File: src/rtl/kernel_loader_pkg.sv
// Shared types and sizing for the kernel coefficient loader.
package kernel_loader_pkg;

    localparam int unsigned N_CH   = 16;
    localparam int unsigned N_COEF = 18;
    localparam int unsigned ADDR_W = 5;

    typedef logic [$clog2(N_CH)-1:0] ch_idx_t;
    typedef logic [ADDR_W-1:0]       coef_idx_t;

    typedef enum logic [1:0] {
        StIdle,
        StLoad,
        StDone
    } state_t;

endpackage

File: src/rtl/kernel_loader_cnt.sv
// Nested coefficient/channel counter: coef is the inner index, ch the outer one.
module kernel_loader_cnt #(
    parameter int unsigned N_CH   = 16,
    parameter int unsigned N_COEF = 18,
    parameter int unsigned ADDR_W = 5,
    parameter int unsigned CH_W   = 4
) (
    input  logic              clk,
    input  logic              arst_n_in,
    input  logic              clr,
    input  logic              inc,
    output logic [ADDR_W-1:0] coef_cnt,
    output logic [CH_W-1:0]   ch_cnt,
    output logic              last
);

    localparam logic [ADDR_W-1:0] CoefLast = ADDR_W'(N_COEF - 1);
    localparam logic [CH_W-1:0]   ChLast   = CH_W'(N_CH - 1);

    logic [ADDR_W-1:0] coef_q, coef_d;
    logic [CH_W-1:0]   ch_q, ch_d;

    assign last = (ch_q == ChLast) && (coef_q == CoefLast);

    always_comb begin
        coef_d = coef_q;
        ch_d   = ch_q;
        if (clr) begin
            coef_d = '0;
            ch_d   = '0;
        end else if (inc) begin
            if (coef_q == CoefLast) begin
                coef_d = '0;
                // Explicit wrap so non-power-of-two channel counts also return to 0.
                ch_d   = last ? '0 : ch_q + 1'b1;
            end else begin
                coef_d = coef_q + 1'b1;
            end
        end
    end

    always_ff @(posedge clk or negedge arst_n_in) begin
        if (!arst_n_in) begin
            coef_q <= '0;
            ch_q   <= '0;
        end else begin
            coef_q <= coef_d;
            ch_q   <= ch_d;
        end
    end

    assign coef_cnt = coef_q;
    assign ch_cnt   = ch_q;

endmodule

File: src/rtl/kernel_loader.sv
// Write sequencer for the banked kernel coefficient store (channel-major stream).
// Define KERNEL_LOADER_LAST_CHECK_EN to add the s_last framing check and sticky err.
module kernel_loader #(
    parameter int unsigned WIDTH  = 16,
    parameter int unsigned N_CH   = kernel_loader_pkg::N_CH,
    parameter int unsigned N_COEF = kernel_loader_pkg::N_COEF,
    parameter int unsigned ADDR_W = kernel_loader_pkg::ADDR_W
) (
    input  logic              clk,
    input  logic              arst_n_in,
    input  logic              start,
    input  logic              abort,
    input  logic [WIDTH-1:0]  s_data,
    input  logic              s_valid,
`ifdef KERNEL_LOADER_LAST_CHECK_EN
    input  logic              s_last,
    output logic              err,
`endif
    output logic              s_ready,
    output logic [WIDTH-1:0]  k_din,
    output logic [ADDR_W-1:0] k_waddr,
    output logic [N_CH-1:0]   k_we,
    output logic              busy,
    output logic              done
);

    import kernel_loader_pkg::*;

    localparam int unsigned CH_W = (N_CH > 1) ? $clog2(N_CH) : 1;

    state_t state_q, state_d;

    logic              accept;
    logic              cnt_clr;
    logic              cnt_last;
    logic [ADDR_W-1:0] coef_cnt;
    logic [CH_W-1:0]   ch_cnt;

    logic [N_CH-1:0]   k_we_q, k_we_d;
    logic [WIDTH-1:0]  k_din_q;
    logic [ADDR_W-1:0] k_waddr_q;

    assign s_ready = (state_q == StLoad) && !abort;
    assign accept  = s_valid && s_ready;

    kernel_loader_cnt #(
        .N_CH   (N_CH),
        .N_COEF (N_COEF),
        .ADDR_W (ADDR_W),
        .CH_W   (CH_W)
    ) u_cnt (
        .clk       (clk),
        .arst_n_in (arst_n_in),
        .clr       (cnt_clr),
        .inc       (accept),
        .coef_cnt  (coef_cnt),
        .ch_cnt    (ch_cnt),
        .last      (cnt_last)
    );

    always_comb begin
        state_d = state_q;
        cnt_clr = 1'b0;
        unique case (state_q)
            StIdle: begin
                if (start) begin
                    state_d = StLoad;
                    cnt_clr = 1'b1;
                end
            end
            StLoad: begin
                if (abort) begin
                    state_d = StIdle;
                    cnt_clr = 1'b1;
                end else if (accept && cnt_last) begin
                    state_d = StDone;
                end
            end
            StDone:  state_d = StIdle;
            default: state_d = StIdle;
        endcase
    end

    always_comb begin
        k_we_d = '0;
        if (accept) begin
            k_we_d[ch_cnt] = 1'b1;
        end
    end

    always_ff @(posedge clk or negedge arst_n_in) begin
        if (!arst_n_in) begin
            state_q   <= StIdle;
            k_we_q    <= '0;
            k_din_q   <= '0;
            k_waddr_q <= '0;
        end else begin
            state_q <= state_d;
            k_we_q  <= k_we_d;
            if (accept) begin
                k_din_q   <= s_data;
                k_waddr_q <= coef_cnt;
            end
        end
    end

    assign k_we    = k_we_q;
    assign k_din   = k_din_q;
    assign k_waddr = k_waddr_q;
    assign busy    = (state_q == StLoad);
    // The final write becomes visible on the same edge that enters StDone.
    assign done    = (state_q == StDone);

`ifdef KERNEL_LOADER_LAST_CHECK_EN
    logic err_q;

    always_ff @(posedge clk or negedge arst_n_in) begin
        if (!arst_n_in) begin
            err_q <= 1'b0;
        end else if (state_q == StIdle && start) begin
            err_q <= 1'b0;
        end else if (accept && (s_last != cnt_last)) begin
            err_q <= 1'b1;
        end
    end

    assign err = err_q;
`endif

endmodule

File: config.mk
export PLATFORM = sky130hd
export DESIGN_NAME = kernel_loader
export DESIGN_NICKNAME = d
export VERILOG_FILES = /design/src/rtl/kernel_loader_pkg.sv /design/src/rtl/kernel_loader_cnt.sv /design/src/rtl/kernel_loader.sv
export SDC_FILE = /design/constraint.sdc
export NUM_CORES = 1
export LEC_CHECK = 0
export ABC_AREA = 1
export BUFFER_PORTS_ARGS = -buffer_cell sky130_fd_sc_hd__buf_2
export CAP_MARGIN = 5
export CORE_AREA = 2 2 55 83
export DETAILED_ROUTE_END_ITERATION = 8
export DIE_AREA = 0 0 57 85
export HOLD_SLACK_MARGIN = 0.1
export PLACE_DENSITY = 0.75
export SETUP_SLACK_MARGIN = 0.15
export SYNTH_ARGS = -nofsm -noshare
export SYNTH_HDL_FRONTEND = slang
export SYNTH_HIERARCHICAL = 1
export SYNTH_SLANG_ARGS = --single-unit
File: constraint.sdc
create_clock -name clk -period 1.6 [get_ports clk]
set_input_delay 0 -clock clk [delete_from_list [all_inputs] [get_ports clk]]
set_output_delay 0 -clock clk [all_outputs]
set_load 0.05 [all_outputs]
Word level (Yosys, flattened, before mapping) --
Cells that the tools add are included. W data, S select, Z words.
Word-level totals: input port bits 21, word-level logic and storage cells 44, bits in registers 48
Operators by class: muxes and demuxes 17, equal/unequal tests 6, $lt $le $gt $ge 2, reduce and logical (&&, ||, !) cells 11, $add $sub $neg 2
Operators with widths (count):
- $mux W16 | 1
- $mux W4 | 4
- $mux W5 | 3
- $mux W2 | 3
- $add A5 B1 Y5 const B | 1
- $eq A5 B5 Y1 const B | 1
- $logic_and A1 B1 Y1 | 5
- $lt A4 B5 Y1 const B | 1
- $add A4 B1 Y4 const B | 1
- $demux W1 S4 | 1
- $eq A4 B4 Y1 const B | 1
- $ge A4 B1 Y1 const B | 1
- $pmux W2 S2 | 1
- $reduce_and A2 Y1 | 2
- $reduce_bool A2 Y1 | 2
- $mux W1 | 3
- $ne A3 B2 Y1 const B | 1
- $eq A2 B1 Y1 const B | 1
- $eq A2 B2 Y1 const B | 1
- $logic_not A2 Y1 | 1
- $ne A2 B2 Y1 const B | 1
- $pmux W1 S2 | 1
- $logic_not A1 Y1 | 1

Logic depth before layout (Yosys ltp) --
word-level depth 7, gate-level depth with buffers 11, mapped depth without buffers 11

Modules after synthesis --
The synthesis kept the hierarchy.
Modules (own cells, without submodules):
- kernel_loader | instances 1, sequential area each 975.9 µm², area an instance 1462.7 µm², cells each 151
- kernel_loader_cnt | instances 1, sequential area each 225.2 µm², area an instance 514.2 µm², cells each 60

Least setup slack after synthesis --
Ideal clock, no wire load.
path type reg-to-reg, start point register state_q[1], end point register u_cnt.coef_q[4] (netlist: u_cnt/coef_cnt[4]), cell stages (with the launch flop) 11, data required time 1482 ps, slack 7 ps, arrival time 1475 ps, period minus slack after synthesis 1593 ps, library setup time 118 ps, path through dfrtp_1 > inv_1 > nand2_2 > inv_1 > nand2_1 > nand2_1 > inv_1 > nand2_4 > nand4_1 > nor2_1 > nor2_2
RTL lines:
- start, declared | RTL line kernel_loader.sv:31 | state_t state_q, state_d;
- start signal, assigned | RTL line kernel_loader.sv:93 | state_q <= StIdle;
- start signal, assigned | RTL line kernel_loader.sv:98 | state_q <= state_d;
- $eq A2 B1 Y1 *
- via busy | RTL line kernel_loader.sv:23 | output logic busy,
- $pmux W1 S2 * | RTL line kernel_loader.sv:64 | unique case (state_q)
- via cnt_clr | RTL line kernel_loader.sv:34 | logic cnt_clr;
- $mux W5 or $reduce_bool A2 Y1 (tied branches)
- end signal, assigned | RTL line kernel_loader_cnt.sv:47 | coef_q <= coef_d;
- end, declared | RTL line kernel_loader_cnt.sv:20 | logic [ADDR_W-1:0] coef_q, coef_d;
Mark *: on every way through the listed nets, which the timed path passes. The rest lies on a longest branch. A chain may end at the register's enable or synchronous reset.

Worst setup path in the final report --
start point register state_q[1], end point register u_cnt.coef_q[4] (netlist: u_cnt/coef_cnt[4])
Between the ends: word-level cells in the longest chain between the ends 4
RTL lines:
- branches (longest 4 deep; another with $mux W5)
Several ways; the timed one is not identified.

==> flow_summary.yaml <==
cts:
  root_buffer: "clkbuf_8"
  clk_pin_slew_ns: 0.09
  htreeDepth: 2
  post-cts-setup-buffers: 0
  clkLatencyLatePin_ns: 0.30
  cts_made_buffers: 5
  cts_buffer_depth: 2
  cts_tree: "built"
  cts_sinks: 48
sta:
  maxSlewViolCount: 0
  max_freq_ghz: 0.742
  clock_skew_ns: 0.00894
  hold_violations: 0
  setup_ws_ns: 0.253
  setup-tns-final_ns: 0
  setup_viol: 0
  rsz0062_at_grt: "true"
  layout_min_cycle_time_ns: 1.35
  tightest_slew_ns: 0.539
  relSlewSlack_pct: 64.1
  period_share_pct: 84.2
power_and_ir_drop:
  power.total_mw: 3.16
  powerDensity_mw_per_mm2: 1190
  ir_worst_vdd_uv: 851
  p_leak_nw: 1.46
floorplan:
  dieArea_mm2: 0.00485
  fp.dieW_um: 57
  initial_core_util_pct: 47.8
  coreArea_mm2: 0.00414
  row_count: 29
  io_pins: 61
  die_h_um: 85
job:
  max_cap_violations: 0
place:
  gp_congestion: 0.815
  hpwl_um: 2760
  port_buffers: 60
  post-place-ws_ns: 0.274
global_route:
  antenna_found_initial: 0
  grt_max_degree: 26
  grt_pass1_vias: 1630
  grt_overflow_total: 0
  grt_pass1_wl_um: 6620
  grt_use_total_pct: 17.7
routing:
  drtPass1Iterations: 4
  vias_per_cell: 4.68
  drc_errors: 0
  routed_wl_um: 3940
  routedWlPerCell_um: 11.4
  antenna_left: 0
  drt-initial-drc-count: 24
  num_vias: 1613
setup_path:
  critPathTopFamily: "simple AND/OR/NAND/NOR gates"
  path_buf_inv: 2
  critPathRequiredTime_ns: 1.80
  r2r.worst_path.cells: 8
  path_class: "register to register"
  slowest_delay_ns: 0.39
  crit_chain: "inv_1, nand2_4, nor3_4, inv_1, nand2_4, nand4_1, nor2_1, nor2_2"
  worstPathMaxFanout: 6
  critPathArrivalTime_ns: 1.54
  crit_cells: 8
  critPathCaptureType: "register"
  crit_path_top_delay_cell: "dfrtp_1"
  start_kind: "register"
yosys:
  ys_warn_count: 6
  syn_area_mm2: 0.00198
  syn_nets: 235
  yosysSeqAreaShare_pct: 60.8
  yosysUniqueCellTypes: 21
  syn_area_per_cell_um2: 9.37
  netlist_instances: 211
  ys_seq_elements: 48
min_path:
  min_path_type: "input port to async pin"
cells_and_area:
  layout.nets: 322
  area_growth_pct: 34.6
  n_antenna_cell: 0
  drive_gt1_share_pct: 30.4
status:
  outcome: "finished clean"
## synthesized netlist by cell type, drive strengths merged
cell type / count / area (um^2)
nand2: 91 / 372
dfrtp: 48 / 1200
nor2: 27 / 114
inv: 14 / 52.6
o21ai: 7 / 35.0
nand3: 6 / 35.0
buf: 4 / 45.0
nand4: 4 / 25.0
ha: 3 / 37.5
xor2: 3 / 26.3
a21oi: 1 / 5.00
nor3: 1 / 16.3
o22ai: 1 / 6.26
or2: 1 / 6.26
## cell families (layout without fill, tap and decap cells)
family	count (synthesis)	count (layout)	synth area share [%]
AOI/OAI and AO/OA	9	9	2.34
xor gates and xnor gates	3	3	1.33
adders and majority gates	3	3	1.90
buffers and inverters	18	106	4.94
DFF	48	48	60.8
and+or+nand+nor	130	130	28.7
## final timing paths
check	to	slack [ns]	start
setup reg to reg	u_cnt/coef_cnt[4]	0.25	state_q[1]
hold / removal	u_cnt/ch_cnt[0]	0.21	arst_n_in
min in group clk	k_din[9]	0.41	s_data[9]
hold reg to reg	k_waddr[0]	0.48	k_waddr[0]
setup / recovery	u_cnt/coef_cnt[4]	0.25	state_q[1]
max in group asynchronous	k_waddr[3]	0.88	arst_n_in
## flip-flops by register name, indices dropped and copies added (netlist names)
signal and cells:
k_waddr 5, u_cnt/ch_cnt 4, state_q 2, u_cnt/coef_cnt 5, k_din 16, k_we 16
## layout by cell type, fill, tap and decap left out, types with 2 or more instances in the layout
master,n
inv_2,2
nand2_2,6
o21ai_0,4
nand3_1,5
o21ai_1,3
inv_1,11
buf_2,60
nor2_1,24
nand2_4,3
dfrtp_1,47
ha_1,3
dlygate4sd3_1,20
clkinv_4,2
clkbuf_8,5
nor2_2,2
buf_4,3
nand2_1,82
xor2_1,3
nand4_1,4
## metrics by stage
step | cell area, um^2 | cells | util, % | hold slack, ns
global route | 2660 | 345 | 64.3 | 0.259
CTS | 2660 | 345 | 64.3 | 0.220
detailed placement | 2340 | 317 | 56.7 | 0.0140
floorplan | 1990 | 211 | - | -0.296
finish | 2660 | 345 | 64.3 | 0.208
global placement | 2340 | 317 | 56.7 | 0.00902
## per-layer routing
metal,GRT usage [%],share of wire (%)
met5,0,0
met4,8.25,2.1
met3,4.12,4.2
met2,33.0,54
met1,18.2,40
## power by group
| group | leakage, nW | switching, mW | internal (mW) |
|---|---|---|---|
| registers | 0.642 | 0.0732 | 1.33 |
| logic | 0.758 | 0.656 | 0.218 |
| clock network | 0.0583 | 0.410 | 0.470 |
## timing repair
action,in CTS,in global routing
hold buffers,20,0
hold endpoints to repair,73,0
gates resized for setup,0,1
setup endpoints to repair,0,3
## area by class of cell
cell class / count / area [um^2]
fill: 357 / 1480
multi-input combinational: 145 / 686
inverter: 14 / 56.3
clock inverter: 3 / 47.5
sequential: 48 / 1200
tap: 46 / 57.6
clock buffer: 5 / 68.8
timing repair buffer: 84 / 543
(Power assumes the default switching activity.)
